--- src/rtl/uart_fifo_ctrl.sv ---
`default_nettype none
// ============================================================================
// Module   : uart_fifo_ctrl
// Brief    : Power-of-two synchronous FIFO for UART TX/RX paths with level,
//            thresholds, sticky errors and flush. Define UART_FIFO_FWFT_EN
//            for first-word fall-through read data.
// Revision : 1.0 - initial release
// ============================================================================
module uart_fifo_ctrl #(
  parameter int DATA_WIDTH    = 8,
  parameter int ADDR_WIDTH    = 3,
  parameter int AFULL_THRESH  = 6,
  parameter int AEMPTY_THRESH = 2
) (
  input  logic                  clk,
  input  logic                  reset,
  input  logic                  i_flush,
  input  logic                  i_wr_en,
  input  logic [DATA_WIDTH-1:0] i_data_wr,
  input  logic                  i_rd_en,
  output logic [DATA_WIDTH-1:0] o_data_rd,
  output logic                  o_full,
  output logic                  o_empty,
  output logic                  o_almost_full,
  output logic                  o_almost_empty,
  output logic [ADDR_WIDTH:0]   o_level,
  output logic                  o_overflow,
  output logic                  o_underflow,
  input  logic                  i_clr_err
);

  localparam int                DEPTH     = 1 << ADDR_WIDTH;
  localparam logic [ADDR_WIDTH:0] c_DEPTH  = (ADDR_WIDTH+1)'(DEPTH);
  localparam logic [ADDR_WIDTH:0] c_AFULL  = (ADDR_WIDTH+1)'(AFULL_THRESH);
  localparam logic [ADDR_WIDTH:0] c_AEMPTY = (ADDR_WIDTH+1)'(AEMPTY_THRESH);
  localparam logic [ADDR_WIDTH:0] c_LVL_ONE = (ADDR_WIDTH+1)'(1);
  localparam logic [ADDR_WIDTH-1:0] c_PTR_ONE = ADDR_WIDTH'(1);

  logic [DATA_WIDTH-1:0] r_mem [DEPTH];
  logic [ADDR_WIDTH-1:0] r_wr_ptr;
  logic [ADDR_WIDTH-1:0] r_rd_ptr;
  logic [ADDR_WIDTH:0]   r_level;
  logic                  r_overflow;
  logic                  r_underflow;

  logic w_full;
  logic w_empty;
  logic w_wr_acc;
  logic w_rd_acc;
  logic w_ovf_set;
  logic w_udf_set;

  // Flags come only from the registered level, so they never see wr_en/rd_en.
  assign w_full  = (r_level == c_DEPTH);
  assign w_empty = (r_level == '0);

  // Flush swallows both requests entirely, including their error side effects.
  assign w_wr_acc  = i_wr_en && !w_full  && !i_flush;
  assign w_rd_acc  = i_rd_en && !w_empty && !i_flush;
  assign w_ovf_set = i_wr_en && w_full  && !i_flush;
  assign w_udf_set = i_rd_en && w_empty && !i_flush;

  always_ff @(posedge clk) begin
    if (w_wr_acc) begin
      r_mem[r_wr_ptr] <= i_data_wr;
    end
  end

  always_ff @(posedge clk or posedge reset) begin
    if (reset) begin
      r_wr_ptr    <= '0;
      r_rd_ptr    <= '0;
      r_level     <= '0;
      r_overflow  <= 1'b0;
      r_underflow <= 1'b0;
    end else begin
      r_overflow  <= (r_overflow  && !i_clr_err) || w_ovf_set;
      r_underflow <= (r_underflow && !i_clr_err) || w_udf_set;
      if (i_flush) begin
        r_wr_ptr <= '0;
        r_rd_ptr <= '0;
        r_level  <= '0;
      end else begin
        if (w_wr_acc) r_wr_ptr <= r_wr_ptr + c_PTR_ONE;
        if (w_rd_acc) r_rd_ptr <= r_rd_ptr + c_PTR_ONE;
        case ({w_wr_acc, w_rd_acc})
          2'b10:   r_level <= r_level + c_LVL_ONE;
          2'b01:   r_level <= r_level - c_LVL_ONE;
          default: r_level <= r_level;
        endcase
      end
    end
  end

`ifdef UART_FIFO_FWFT_EN
  assign o_data_rd = r_mem[r_rd_ptr];
`else
  logic [DATA_WIDTH-1:0] r_data_rd;

  always_ff @(posedge clk or posedge reset) begin
    if (reset) begin
      r_data_rd <= '0;
    end else if (w_rd_acc) begin
      r_data_rd <= r_mem[r_rd_ptr];
    end
  end

  assign o_data_rd = r_data_rd;
`endif

  assign o_full         = w_full;
  assign o_empty        = w_empty;
  assign o_almost_full  = (r_level >= c_AFULL);
  assign o_almost_empty = (r_level <= c_AEMPTY);
  assign o_level        = r_level;
  assign o_overflow     = r_overflow;
  assign o_underflow    = r_underflow;

endmodule
`default_nettype wire

--- config.mk ---
export PLATFORM = sky130hd
export DESIGN_NAME = uart_fifo_ctrl
export DESIGN_NICKNAME = d
export VERILOG_FILES = /design/src/rtl/uart_fifo_ctrl.sv
export SDC_FILE = /design/constraint.sdc
export NUM_CORES = 1
export LEC_CHECK = 0
export BUFFER_PORTS_ARGS = -buffer_cell sky130_fd_sc_hd__clkbuf_2
export CAP_MARGIN = 10
export CORE_MARGIN = 3
export CORE_UTILIZATION = 58
export DETAILED_ROUTE_END_ITERATION = 10
export HOLD_SLACK_MARGIN = 0.1
export PLACE_DENSITY = 0.86
export SLEW_MARGIN = 20
export SYNTH_ARGS = -nofsm -noshare
export SYNTH_HDL_FRONTEND = slang
export SYNTH_SLANG_ARGS = --single-unit
export TNS_END_PERCENT = 100
--- constraint.sdc ---
create_clock -name clk -period 3.8 [get_ports clk]
set_input_delay 0.76 -clock clk [delete_from_list [all_inputs] [get_ports clk]]
set_output_delay 0.76 -clock clk [all_outputs]
set_load 0.02 [all_outputs]
==> results by group <==
Timing
  – Final Setup Violations: 0
  – Final hold vios: 0
  – RSZ-0062 raised after global routing: false
  – Setup TNS: 0 ns
  – Worst setup margin: 0.579 ns
  – Final Max Slew Viols: 0
  – Final setup skew: 0.00714 ns
  – Final Cycle Share: 84.8%
  – Fmax: 310 MHz
  – Rel. slew slack: 38.2%
  – Worst-Margin Slew: 0.923 ns
  – Min Tclk post-route: 3.22 ns
  – Hold WS: 0.497 ns

Finish
  – Nets: 266
  – Syn-to-layout area delta: 11.1%
  – Fillers: 367
  – Finished Core Util: 68.9%
  – Fraction of layout cells with a size suffix above 1: 30.0%
  – Antenna diodes: 0
  – Most frequent cells in the layout: edfxtp_1 (64), clkbuf_2 (31), nor2_1 (23)
  – Commonest non-fill, non-tap cell in the layout: edfxtp_1

Clocking
  – H-Tree Depth: 3
  – Post-CTS Setup Bufs: 0
  – Worst-skew pair later-pin latency: 0.35 ns
  – Clock Sinks: 84
  – Clock transition at path regs: 0.08 ns
  – Clock Tree Buf Depth: 2
  – Post-CTS Resized: 0
  – Number of CTS-inserted buffers: 9
  – Root buffer cell: clkbuf_8
  – CTS tree: built
  – Hold buffer count at cts: 0

Synthesis
  – YS warnings: 0
  – Synth top area share: 54.6%
  – Yosys cell types: 40
  – Post-Synthesis Cells: 212
  – Synth area leaders: edfxtp_1 (55%), dfrtp_1 (14%), mux4_2 (10%)
  – Syn Area/Cell: 16.6 um^2
  – Mapped Nets: 230
  – Register area share after synthesis: 68.8%
  – Synthesized flop and latch total: 84
  – Synthesized cell area: 3520 um^2
  – Post-synth top area cell: edfxtp_1

Power and ir drop
  – Maximum vdd drop: 0.331 mV
  – Pwr/cell area: 549 nW/um^2
  – Net Sw Frac: 30.3%
  – Clk pwr share: 25.9%
  – Combinational share of power: 20.4%
  – Pint: 1.50 mW
  – Psw: 0.650 mW
  – Sequential Power Share: 53.6%
  – Leakage Power: 1.39 nW

Global route
  – Tot GR Track Use: 18.9%
  – Pin count of the biggest net entering global routing: 21
  – Vias in the first global route: 1874
  – Global route overflow: 0
  – First-pass GRT wire length: 9920 um
  – Initial antenna violation count: 0

Route
  – Routed wire length: 6250 um
  – DRC Markers: 0
  – WL/cell: 19.2 um
  – Via count: 1900
  – Avg Vias per Cell: 5.85
  – DRT iter0 DRCs: 120
  – Drt pass-1 iters: 4
  – Post-DRT Antenna Nets: 0

Placed design
  – Port-buffer cells: 31
  – GPL Wtd Cong: 0.812
  – Pre-CTS setup slack: 0.616 ns
  – Post-DP HPWL: 4130 um

Worst setup path
  – Startpoint types: register
  – Worst r2r path cells: 9
  – Kind of critical path: register to register
  – Crit path DAT: 3.46 ns
  – Reg2reg setup slack: 0.58 ns
  – Reg2reg start: o_level[1]
  – Worst flop-to-flop path endpoint: o_level[3]
  – Required time worst endpoint: 4.04 ns
  – Critical path endpoint category: register
  – CP max FO: 13

Run status
  – Status: completed

Floorplan
  – Die ar.: 7040 um^2
  – Die height: 83.9 um
  – Die W: 83.9 um
  – Initial Utilization: 62.0%
  – # rows: 27
  – Total core area: 5680 um^2
  – Top Ports: 32

Min path
  – Worst hold path startpoint: o_overflow
  – Min-delay worst type: register to register
  – Worst Hold Depth: 1
  – Hold Path End: o_overflow

Job
  – Max Cap Viol: 0
critical path, stage by stage, from the launching register on:
cell and delay [ns]:
dfrtp_1 0.59, or4b_1 0.47, clkinv_8 0.09, o211ai_4 0.28, clkinv_4 0.11, ha_1 0.39, nor4bb_1 0.50, a221oi_1 0.18
a2bb2oi_2 0.19, mux2_4 0.31
registers in the layout, summed over array words and instances (netlist names):
name         count
r_mem           64
o_data_rd        8
o_level          4
r_rd_ptr         3
r_wr_ptr         3
o_overflow       1
o_underflow      1
stage by stage:
| step | std cells | power, mW | area [um^2] |
|---|---|---|---|
| floorplan | 212 | 1.48 | 3520 |
| global placement | 309 | 1.59 | 3740 |
| detailed placement | 309 | 1.61 | 3740 |
| CTS | 325 | 2.16 | 3910 |
| global route | 325 | 2.25 | 3910 |
| finish | 325 | 2.15 | 3910 |
cell families (layout without fill, tap and decap cells):
logic type	Yosys count	in the layout	share of synthesized area (%)
and+or+nand+nor	48	48	6.26
xor gates and xnor gates	5	5	1.24
muxes	25	25	12.9
DFF	84	84	68.8
buffers and inverters	17	58	3.02
AOI/OAI and AO/OA	29	29	6.29
adders and majority gates	4	4	1.42
cells in the mapped netlist:
cell type  number
nand4_1         1
o211ai_2        1
o41ai_1         2
a31o_2          1
o21ai_0         1
or4b_1          1
or3_2           1
a21boi_0        1
mux4_2         16
clkinv_8        1
edfxtp_1       64
nor3_1          4
a21o_1          1
clkinv_4        1
buf_1           1
o41a_1          1
a2bb2oi_2       1
a221oi_1        1
o211ai_4        1
buf_2           2
buf_6           3
nor4bb_1        1
nand3_1         3
nor2b_1         1
xnor2_1         2
a32o_1          1
o2bb2ai_1       1
nor4_1          2
mux2i_1         8
ha_1            4
a211oi_1        3
nand2_1         9
inv_1           4
xor2_1          3
a21oi_1        13
nand2b_1        2
clkbuf_1        5
dfrtp_1        20
mux2_4          1
nor2_1         23
final cells by class:
| type | instances | area, um^2 | area share, % |
|---|---|---|---|
| inverters | 6 | 40.0 | 1.02 |
| repair buffers | 36 | 193 | 4.93 |
| multi-input cells | 111 | 991 | 25.3 |
| clock inverters | 7 | 50.0 | 1.28 |
| flip-flops and latches | 84 | 2420 | 62.0 |
| clock buffers | 9 | 124 | 3.17 |
| well taps | 72 | 90.1 | 2.30 |
routing by layer:
| metal | share of wire (%) | global-route usage, % | vias to the layer above |
|---|---|---|---|
| met5 | 0 | 0 | - |
| met4 | 2.5 | 10.5 | 0 |
| met3 | 6.7 | 5.23 | 15 |
| met2 | 48 | 28.5 | 65 |
| met1 | 42 | 25.1 | 928 |
| li1 | - | - | 892 |
worst max-delay path by stage:
| stage | depth (start not counted) | end | start |
|---|---|---|---|
| finish | 9 | o_level[3] | o_level[1] |
| global placement | 9 | o_level[3] | i_flush |
| detailed placement | 9 | o_level[3] | i_flush |
| global route | 9 | o_level[3] | o_level[1] |
| floorplan | 9 | o_level[3] | i_wr_en |
| CTS | 9 | o_level[3] | o_level[1] |
power by group through the flow:
stage                     sequential, mW  combinational (mW)  clock [mW]
after floorplan                     1.18               0.294           0
after global placement              1.17               0.428           0
after detailed placement            1.17               0.440           0
after CTS                           1.15               0.443       0.567
after global routing                1.17               0.476       0.606
final                               1.15               0.439       0.557
Note: power is estimated with default switching activity, not from simulation.
